==> src/rtl/mem_ctrl_pkg.sv <==
// Shared definitions for the memory-access stage: FSM states and the
// size/sign codes carried on ALU_Control.
package mem_ctrl_pkg;

  typedef enum logic [1:0] {
    IDLE   = 2'd0,
    ACCESS = 2'd1,
    DONE   = 2'd2
  } state_t;

  localparam logic [5:0] LB  = 6'h20;
  localparam logic [5:0] LH  = 6'h21;
  localparam logic [5:0] LW  = 6'h23;
  localparam logic [5:0] LBU = 6'h24;
  localparam logic [5:0] LHU = 6'h25;
  localparam logic [5:0] SB  = 6'h28;
  localparam logic [5:0] SH  = 6'h29;
  localparam logic [5:0] SW  = 6'h2B;

endpackage

==> src/rtl/mem_lane_align.sv <==
// Big-endian lane steering: byte enables and replicated store lanes for a
// request, plus extraction and extension of the load value from a word.
module mem_lane_align
  import mem_ctrl_pkg::*;
(
  input  logic [5:0]  code,
  input  logic [1:0]  addr_lo,
  input  logic [31:0] wdata,
  input  logic [31:0] rdata,
  output logic [3:0]  be,
  output logic [31:0] wlanes,
  output logic [31:0] rdata_ext
);

  logic [7:0]  byte_sel;
  logic [15:0] half_sel;

  always_comb begin
    byte_sel  = rdata[31:24];
    half_sel  = rdata[31:16];
    be        = 4'b1111;
    wlanes    = wdata;
    rdata_ext = rdata;

    // Offset 0 is the most significant byte.
    case (addr_lo)
      2'd0:    byte_sel = rdata[31:24];
      2'd1:    byte_sel = rdata[23:16];
      2'd2:    byte_sel = rdata[15:8];
      default: byte_sel = rdata[7:0];
    endcase
    half_sel = addr_lo[1] ? rdata[15:0] : rdata[31:16];

    case (code)
      LB, LBU, SB: begin
        be        = 4'b1000 >> addr_lo;
        wlanes    = {4{wdata[7:0]}};
        rdata_ext = (code == LB) ? {{24{byte_sel[7]}}, byte_sel}
                                 : {24'd0, byte_sel};
      end
      LH, LHU, SH: begin
        be        = addr_lo[1] ? 4'b0011 : 4'b1100;
        wlanes    = {2{wdata[15:0]}};
        rdata_ext = (code == LH) ? {{16{half_sel[15]}}, half_sel}
                                 : {16'd0, half_sel};
      end
      default: ;
    endcase
  end

endmodule

==> src/rtl/mem_stage.sv <==
// Memory-access pipeline stage: issues loads/stores over a req/ack port,
// stalls upstream while outstanding, forwards results and registers WB.
module mem_stage
  import mem_ctrl_pkg::*;
(
  input  logic        CLK,
  input  logic        RESET,
  input  logic [31:0] Instr1_IN,
  input  logic [31:0] Instr1_PC_IN,
  input  logic [31:0] ALU_result1_IN,
  input  logic [4:0]  WriteRegister1_IN,
  input  logic [31:0] MemWriteData1_IN,
  input  logic        RegWrite1_IN,
  input  logic        MemRead1_IN,
  input  logic        MemWrite1_IN,
  input  logic [5:0]  ALU_Control1_IN,
  output logic        mem_req,
  output logic        mem_we,
  output logic [31:0] mem_addr,
  output logic [31:0] mem_wdata,
  output logic [3:0]  mem_be,
  input  logic        mem_ack,
  input  logic [31:0] mem_rdata,
  output logic        MEM_miss,
  output logic [4:0]  BypassReg1_MEMEXE,
  output logic [31:0] BypassData1_MEMEXE,
  output logic        BypassValid1_MEMEXE,
  output logic [31:0] Instr1_OUT,
  output logic [31:0] Instr1_PC_OUT,
  output logic [31:0] WriteData1_OUT,
  output logic [4:0]  WriteRegister1_OUT,
  output logic        RegWrite1_OUT,
  output state_t      state_dbg
);

  state_t      state, state_nxt;
  logic        mem_op, start, in_access, busy, reg_write_eff;
  logic [31:0] req_addr, req_wdata, load_buf;
  logic [3:0]  req_be;
  logic        req_we;
  logic [3:0]  lane_be;
  logic [31:0] lane_wdata, load_ext, wb_data;

  assign mem_op        = MemRead1_IN | MemWrite1_IN;
  assign start         = (state == IDLE) & mem_op;
  assign in_access     = (state == ACCESS);
  assign busy          = start | in_access;
  assign reg_write_eff = RegWrite1_IN & ~MemWrite1_IN;
  assign state_dbg     = state;

  mem_lane_align u_lane_align (
    .code      (ALU_Control1_IN),
    .addr_lo   (ALU_result1_IN[1:0]),
    .wdata     (MemWriteData1_IN),
    .rdata     (load_buf),
    .be        (lane_be),
    .wlanes    (lane_wdata),
    .rdata_ext (load_ext)
  );

  always_ff @(posedge CLK or negedge RESET) begin
    if (!RESET) state <= IDLE;
    else        state <= state_nxt;
  end

  always_comb begin
    state_nxt = state;
    case (state)
      IDLE:    if (mem_op)  state_nxt = ACCESS;
      ACCESS:  if (mem_ack) state_nxt = DONE;
      DONE:    state_nxt = IDLE;
      default: state_nxt = IDLE;
    endcase
  end

  // Gating with RESET keeps the request low the instant reset asserts.
  assign mem_req   = RESET & busy;
  assign MEM_miss  = RESET & busy;
  assign mem_we    = mem_req & (in_access ? req_we : MemWrite1_IN);
  assign mem_addr  = !mem_req ? 32'd0 :
                     in_access ? req_addr : {ALU_result1_IN[31:2], 2'b00};
  assign mem_be    = !mem_req ? 4'd0 : in_access ? req_be : lane_be;
  assign mem_wdata = !mem_req ? 32'd0 : in_access ? req_wdata : lane_wdata;

  always_ff @(posedge CLK or negedge RESET) begin
    if (!RESET) begin
      req_addr  <= '0;
      req_wdata <= '0;
      req_be    <= '0;
      req_we    <= 1'b0;
      load_buf  <= '0;
    end else begin
      if (start) begin
        req_addr  <= {ALU_result1_IN[31:2], 2'b00};
        req_wdata <= lane_wdata;
        req_be    <= lane_be;
        req_we    <= MemWrite1_IN;
      end
      if (in_access && mem_ack) load_buf <= mem_rdata;
    end
  end

  assign wb_data             = MemRead1_IN ? load_ext : ALU_result1_IN;
  assign BypassReg1_MEMEXE   = WriteRegister1_IN;
  assign BypassData1_MEMEXE  = wb_data;
  assign BypassValid1_MEMEXE = reg_write_eff & (~mem_op | (state == DONE));

  // A stalled op hands WB a bubble until its DONE cycle.
  always_ff @(posedge CLK or negedge RESET) begin
    if (!RESET) begin
      Instr1_OUT         <= '0;
      Instr1_PC_OUT      <= '0;
      WriteData1_OUT     <= '0;
      WriteRegister1_OUT <= '0;
      RegWrite1_OUT      <= 1'b0;
    end else if (busy) begin
      Instr1_OUT         <= '0;
      Instr1_PC_OUT      <= '0;
      WriteData1_OUT     <= '0;
      WriteRegister1_OUT <= '0;
      RegWrite1_OUT      <= 1'b0;
    end else begin
      Instr1_OUT         <= Instr1_IN;
      Instr1_PC_OUT      <= Instr1_PC_IN;
      WriteData1_OUT     <= wb_data;
      WriteRegister1_OUT <= WriteRegister1_IN;
      RegWrite1_OUT      <= reg_write_eff;
    end
  end

endmodule

==> config.mk <==
export PLATFORM = sky130hd
export DESIGN_NAME = mem_stage
export DESIGN_NICKNAME = d
export VERILOG_FILES = /design/src/rtl/mem_ctrl_pkg.sv /design/src/rtl/mem_lane_align.sv /design/src/rtl/mem_stage.sv
export SDC_FILE = /design/constraint.sdc
export NUM_CORES = 1
export LEC_CHECK = 0
export ABC_AREA = 1
export CAP_MARGIN = 10
export CORE_MARGIN = 1
export CORE_UTILIZATION = 45
export DETAILED_ROUTE_END_ITERATION = 8
export PLACE_DENSITY = 0.84
export REMOVE_ABC_BUFFERS = 1
export SLEW_MARGIN = 5
export SYNTH_ARGS = -nofsm -noshare
export SYNTH_HDL_FRONTEND = slang
export SYNTH_HIERARCHICAL = 1
export SYNTH_SLANG_ARGS = --single-unit
==> constraint.sdc <==
create_clock -name CLK -period 2.8 [get_ports CLK]
set_input_delay 0.56 -clock CLK [delete_from_list [all_inputs] [get_ports CLK]]
set_output_delay 0.56 -clock CLK [all_outputs]
set_load 0.02 [all_outputs]
==> results of run 1 <==
where the power goes:
part | internal (mW) | switching, mW
sequential | 4.17 | 0.730
combinational | 3.30 | 5.06
clock | 1.87 | 1.27
layout by cell type, fill, tap and decap left out, types with 2 or more instances in the layout:
cell             count
buf_12              17
buf_2               21
buf_4              111
buf_6               24
buf_8                2
bufbuf_16            3
bufinv_16            2
clkbuf_1             4
clkbuf_16           23
clkbuf_2            47
clkbuf_8             6
clkdlybuf4s15_1      3
clkdlybuf4s15_2      5
clkdlybuf4s50_1    276
clkinv_2             3
clkinvlp_4           3
conb_1               2
dfrtp_1            201
dfrtp_2              2
diode_2              7
dlygate4sd2_1        5
inv_1              166
inv_2               13
inv_4                2
nand2_1            532
nand2_2             19
nand3_1            190
nand3_2              5
nand3_4              3
nand4_1              7
nor2_1             154
nor2_2              21
nor2_4               5
o21ai_0             12
o21ai_1              3
o21ai_2             19
o21ai_4              2
or2_2               19
or2_4               13
synth_stat cells (all sizes together):
cell / n
buf: 76
a21oi: 1
nor2: 180
conb: 1
nand3: 198
dfrtp: 203
inv: 182
clkbuf: 31
nand4: 8
nand3b: 1
o21ai: 36
or2: 33
nand2: 553
layer usage:
layer | wire length, µm | vias up
met5 | 28 | -
met4 | 2630 | 4
met3 | 3070 | 165
met2 | 19400 | 666
met1 | 14600 | 5376
li1 | - | 5391
critical path: cells and delay by family:
family | cells | cell delay [ps]
buffers and inverters | 7 | 950
AND/OR/NAND/NOR | 8 | 760
metrics by stage:
stage	TNS (ps)	setup WS (ps)	util	hold WS [ps]	instances
detailed placement	-47540	-748	0.666	459	2194
CTS	-268	-56.4	0.711	172	2258
global route	-1370	-104	0.713	241	2274
floorplan	-615490	-4120	-	264	1397
finish	-103	-30.8	0.713	188	2274
global placement	-44630	-701	0.666	453	2194
flip-flops by register name, indices dropped and copies added, names as in the netlist:
name / count
state_dbg: 2
WriteRegister1_OUT: 5
RegWrite1_OUT: 1
WriteData1_OUT: 32
req_addr: 30
req_wdata: 32
load_buf: 32
Instr1_PC_OUT: 32
req_we: 1
req_be: 4
Instr1_OUT: 32
path summary, 6_finish.rpt:
kind / startpoint / endpoint / slack, ps / cells past startpoint
min in group CLK: req_wdata[12] / req_wdata[12] / 470 / 2
max in group asynchronous: RESET / state_dbg[0] / 1280 / 3
max reg2reg: state_dbg[1] / Instr1_OUT[15] / 470 / 7
max: ALU_Control1_IN[4] / mem_wdata[10] / -30 / 15
min reg2reg: req_wdata[12] / req_wdata[12] / 470 / 2
min: RESET / Instr1_PC_OUT[13] / 190 / 2
kinds of logic (layout without fill, tap and decap cells):
kind of cell	count (synthesis)	count (layout)	synth area share
and+or+nand+nor	973	973	0.387
DFF	203	203	0.477
buffers and inverters	289	739	0.118
other	1	9	0.000352
AOI/OAI and AO/OA	37	37	0.0174
cell type report:
| cell class | count | area, µm² | share of cell area |
|---|---|---|---|
| Antenna cell | 7 | 17.5 | 0.00107 |
| Clock buffer | 33 | 673 | 0.0412 |
| Clock inverter | 9 | 119 | 0.00727 |
| Inverter | 182 | 692 | 0.0423 |
| Multi-Input combinational cell | 1012 | 4560 | 0.279 |
| Sequential cell | 203 | 5080 | 0.311 |
| Tap cell | 313 | 392 | 0.0240 |
| Timing Repair Buffer | 515 | 4820 | 0.295 |
repair_timing:
| action | CTS | global route |
|---|---|---|
| hold endpoints to repair | 0 | 0 |
| buffers inserted | 18 | 10 |
| gates cloned | 4 | 0 |
| resized for setup | 336 | 174 |
| pin swaps | 12 | 27 |
| endpoints found under the setup margin | 99 | 97 |
==> metrics, run 1 <==
Post-route DRC 0; synthesized area per cell 7.08 µm²; Critical-path top delay cell clkinvlp_4; first-pass GRT wire length 60500 µm; status finished with violations; worst skew pair latency 530 ps; Yosys top cell by area dfrtp_1; GRT Resource Usage Total 0.322; max cap viols 0; setup ws final -30.8 ps; Hold Vio Cnt, Final 0; synthesized flop and latch total 203; clock slew at reported path FFs 60 ps; Clock Skews 14.8 ps; Clock Sinks 203; crit path DAT 2270 ps; max frequency 353 MHz; Hold Path Class in -> async; post-cts hold buffer count 0; DRT Wirelength 39700 µm; Num CTS Buffers 23; drt pass-1 iters 6; Power Dens Cells 1000 nW/µm²; register area share after synthesis 0.477; failing checks negative setup slack; CTS HTree Levels 1; Worst EP required 2240 ps; largest net degree at the start of global routing 152; fraction of layout cells with a size suffix above 1 0.202; DRT iter0 DRCs 1140; Post-Syn Area 10600 µm²; Initial Util 0.464; M2 GR Usage 0.556; num ports 390; clk root buf clkbuf_16; width of the die 156 µm; via-per-instance ratio 5.10; total number of vias 11602; met3 GRT Util 0.0536; Leakage 8.89 nW; filler cell count 1750; synth top area cells dfrtp_1 48%, nand2_1 19%, nand3_1 9.2%; number of core rows 55; WL/cell 17.5 µm; Tmin final 2830 ps; max-slew violations 0; Syn Inst Count 1503; initial antenna violation count 9; hpwl dp 26100 µm; Synth Warn # 6; Syn-to-layout area delta 53.6%; Slew @ Worst Pin 882 ps; Worst IR Drop VDD 0.673 mV; class of the most critical setup path in -> out; die area 24300 µm²; Top Usage Layer GRT met2; Yosys cell types 24; IO Port Bufs 387; CTS tree built; Placed Area 15300 µm²; RSZ-0062 raised after global routing true; Worst Setup End Kind primary output; Worst slew margin 0.412; CP cell instances buf_2, nor2_4, nand3_4, buf_6, nor2_4, buf_12, buf_12, clkinvlp_4, nand2_2, nand2_2, nand2_1, nand2_1, inv_1, nor2_1, buf_4; vias in the first global route 11428; max incr delay on CP 240 ps; Die Height 156 µm; Post-DRT Antenna Nets 0; RePlAce Congestion 0.927; CP Max Fanout 8; final instance area 16300 µm²; CP Launch Type primary input; Synth top area share 0.477; Core Area 22900 µm²; fin nets 2114; Total Power 16.4 mW; Clock Tree Buf Depth 3; Final Setup Violations 4; GRT met1 Usage 0.373; period utilization 1.01; total gr overflow 0
Power figures use the tool's default switching activity.
==> inputs of run 2 (changes only) <==
- DONT_BUFFER_PORTS: unset -> 1
- GPL_TIMING_DRIVEN: unset -> 0
- PLACE_DENSITY: 0.84 -> 0.63
==> run 2 against run 1 <==
The flow finishes with violations (negative hold slack, negative setup slack). Global-route usage rose by 0.76 points. Setup slack lost 120 ps. Die area unchanged. Sequential share of layout area rose by 8.2 points. Register-to-register slack got worse by 130 ps. Critical path type is now reg -> out. Largest cell class is now multi-input gates. Highest routed layer is now met4.
==> metrics, run 2 (synthesis gave the netlist of run 1 again) <==
status finished with violations; failing checks negative hold slack, negative setup slack; max cap viols 0; worst skew pair latency 540 ps; Leakage 7.01 nW; clock slew at reported path FFs 60 ps; IO Port Bufs 0; hold_ws -268 ps; Clock Sinks 203; RePlAce Congestion 0.826; Final Setup Violations 69; width of the die 156 µm; Worst slew margin 0.514; num ports 390; switching part of the total 0.471; Sequential Power Share 0.352; Worst IR Drop VDD 0.595 mV; drt pass-1 iters 7; Logic pwr share 0.447; first-pass GRT wire length 59200 µm; CTS tree built; area occupied by registers 5090 µm²; Clock Tree Buf Depth 3; Power Dens Cells 1250 nW/µm²; number of core rows 55; Tmin final 2950 ps; initial antenna violation count 2; cell-internal power 8.59 mW; CP Launch Type flip-flop; Num CTS Buffers 24; final core occ 0.565; vias in the first global route 9470; Post-route DRC 0; total number of vias 9916; Slew @ Worst Pin 726 ps; DRT Wirelength 40400 µm; CP Max Fanout 7; filler cell count 2165; clk root buf clkbuf_16; WL/cell 22.2 µm; largest net degree at the start of global routing 206; worst reg-to-reg path cell count 9; Initial Util 0.464; multi-input logic area 5120 µm²; commonest non-fill, non-tap cell in the layout nand2_1; Hold Vio Cnt, Final 203; via-per-instance ratio 5.45; Worst Setup End Kind primary output; RSZ-0062 raised after global routing true; clock power share 0.201; Core Area 22900 µm²; fraction of layout cells with a size suffix above 1 0.172; Worst EP required 2240 ps; max-slew violations 0; class of the most critical setup path reg -> out; fin nets 1665; hpwl dp 20700 µm; crit path DAT 2390 ps; max frequency 338 MHz; DRT iter0 DRCs 1158; Clock Skews 20.8 ps; Syn-to-layout area delta 21.7%; Post-DRT Antenna Nets 0; Hold Path Class in -> async; total gr overflow 0; CTS HTree Levels 1; setup ws final -155 ps; die area 24300 µm²; period utilization 1.06; GRT Resource Usage Total 0.329; NetSw 7.64 mW; reg2reg setup slack 340 ps; Die Height 156 µm; most frequent cells in the layout 544 x nand2_1, 201 x dfrtp_1, 194 x nand3_1
-- run 2: changes by cell type in the layout (fill, tap and decap cells not counted), moves of 20 or more --
cell	delta
buf_6	-21
nor2_2	-20
buf_2	-21
clkdlybuf4s50_1	-276
nor2_4	+68
clkbuf_2	-47
buf_4	-88
nor2_1	-46
-- run 2: critical path, stage by stage, from the launching register on --
cell and delay, ps:
dfrtp_4 630, nor2_4 200, clkbuf_16 170, nand2_8 80, nand2_8 160, nand2_8 100
buf_12 180, buf_16 160, nor2_4 170
-- run 2: worst paths after layout --
path                                           end          start
worst max-delay path                  mem_wdata[1]   state_dbg[1]
worst min-delay path                  load_buf[17]          RESET
worst max register to register  WriteData1_OUT[17]   state_dbg[1]
worst min register to register       req_wdata[14]  req_wdata[14]
max in group asynchronous              load_buf[4]          RESET
min in group CLK                     Instr1_OUT[9]   Instr1_IN[9]
-- run 2: per-stage QoR --
step                      power (mW)  instance area [µm²]  setup slack [ps]  std cells  TNS [ps]
after floorplan                 9.18                10100             -4120       1397   -615490
after global placement          10.5                10500             -8800       1710  -1607180
after detailed placement        10.8                10600             -1970       1716   -240400
after CTS                       16.1                12800              -231       1814    -12860
final                           16.2                13000              -155       1820     -8020
after global routing            17.1                13000              -154       1820     -8080
-- run 2: power groups by stage --
stage,Clock (mW),Sequential [mW],Combinational [mW]
finish,3.26,5.72,7.26
global route,3.42,5.86,7.82
CTS,3.30,5.70,7.07
detailed placement,0,5.73,5.05
global placement,0,5.84,4.69
floorplan,0,5.53,3.65
-- run 2: area by class of cell --
class	instances	area share
flip-flops and latches	203	0.393
clock inverters	11	0.0116
diodes	1	0.000193
repair inverters	3	0.00193
repair buffers	49	0.0613
well taps	313	0.0302
clock buffers	33	0.0513
inverters	182	0.0554
multi-input cells	1025	0.395
-- run 2: timing repair --
item	in CTS	in global routing
resized for setup	157	61
pin swaps	18	18
gates cloned	27	1
setup endpoints to repair	214	127
setup buffers	28	5
endpoints found under the hold margin	203	203
-- run 2: per-layer routing --
layer / global-route usage / vias up / part of all wire
li1: - / 4521 / -
met1: 0.408 / 4753 / 0.39
met2: 0.539 / 541 / 0.48
met3: 0.0767 / 101 / 0.081
met4: 0.161 / 0 / 0.048
met5: 0 / - / 0
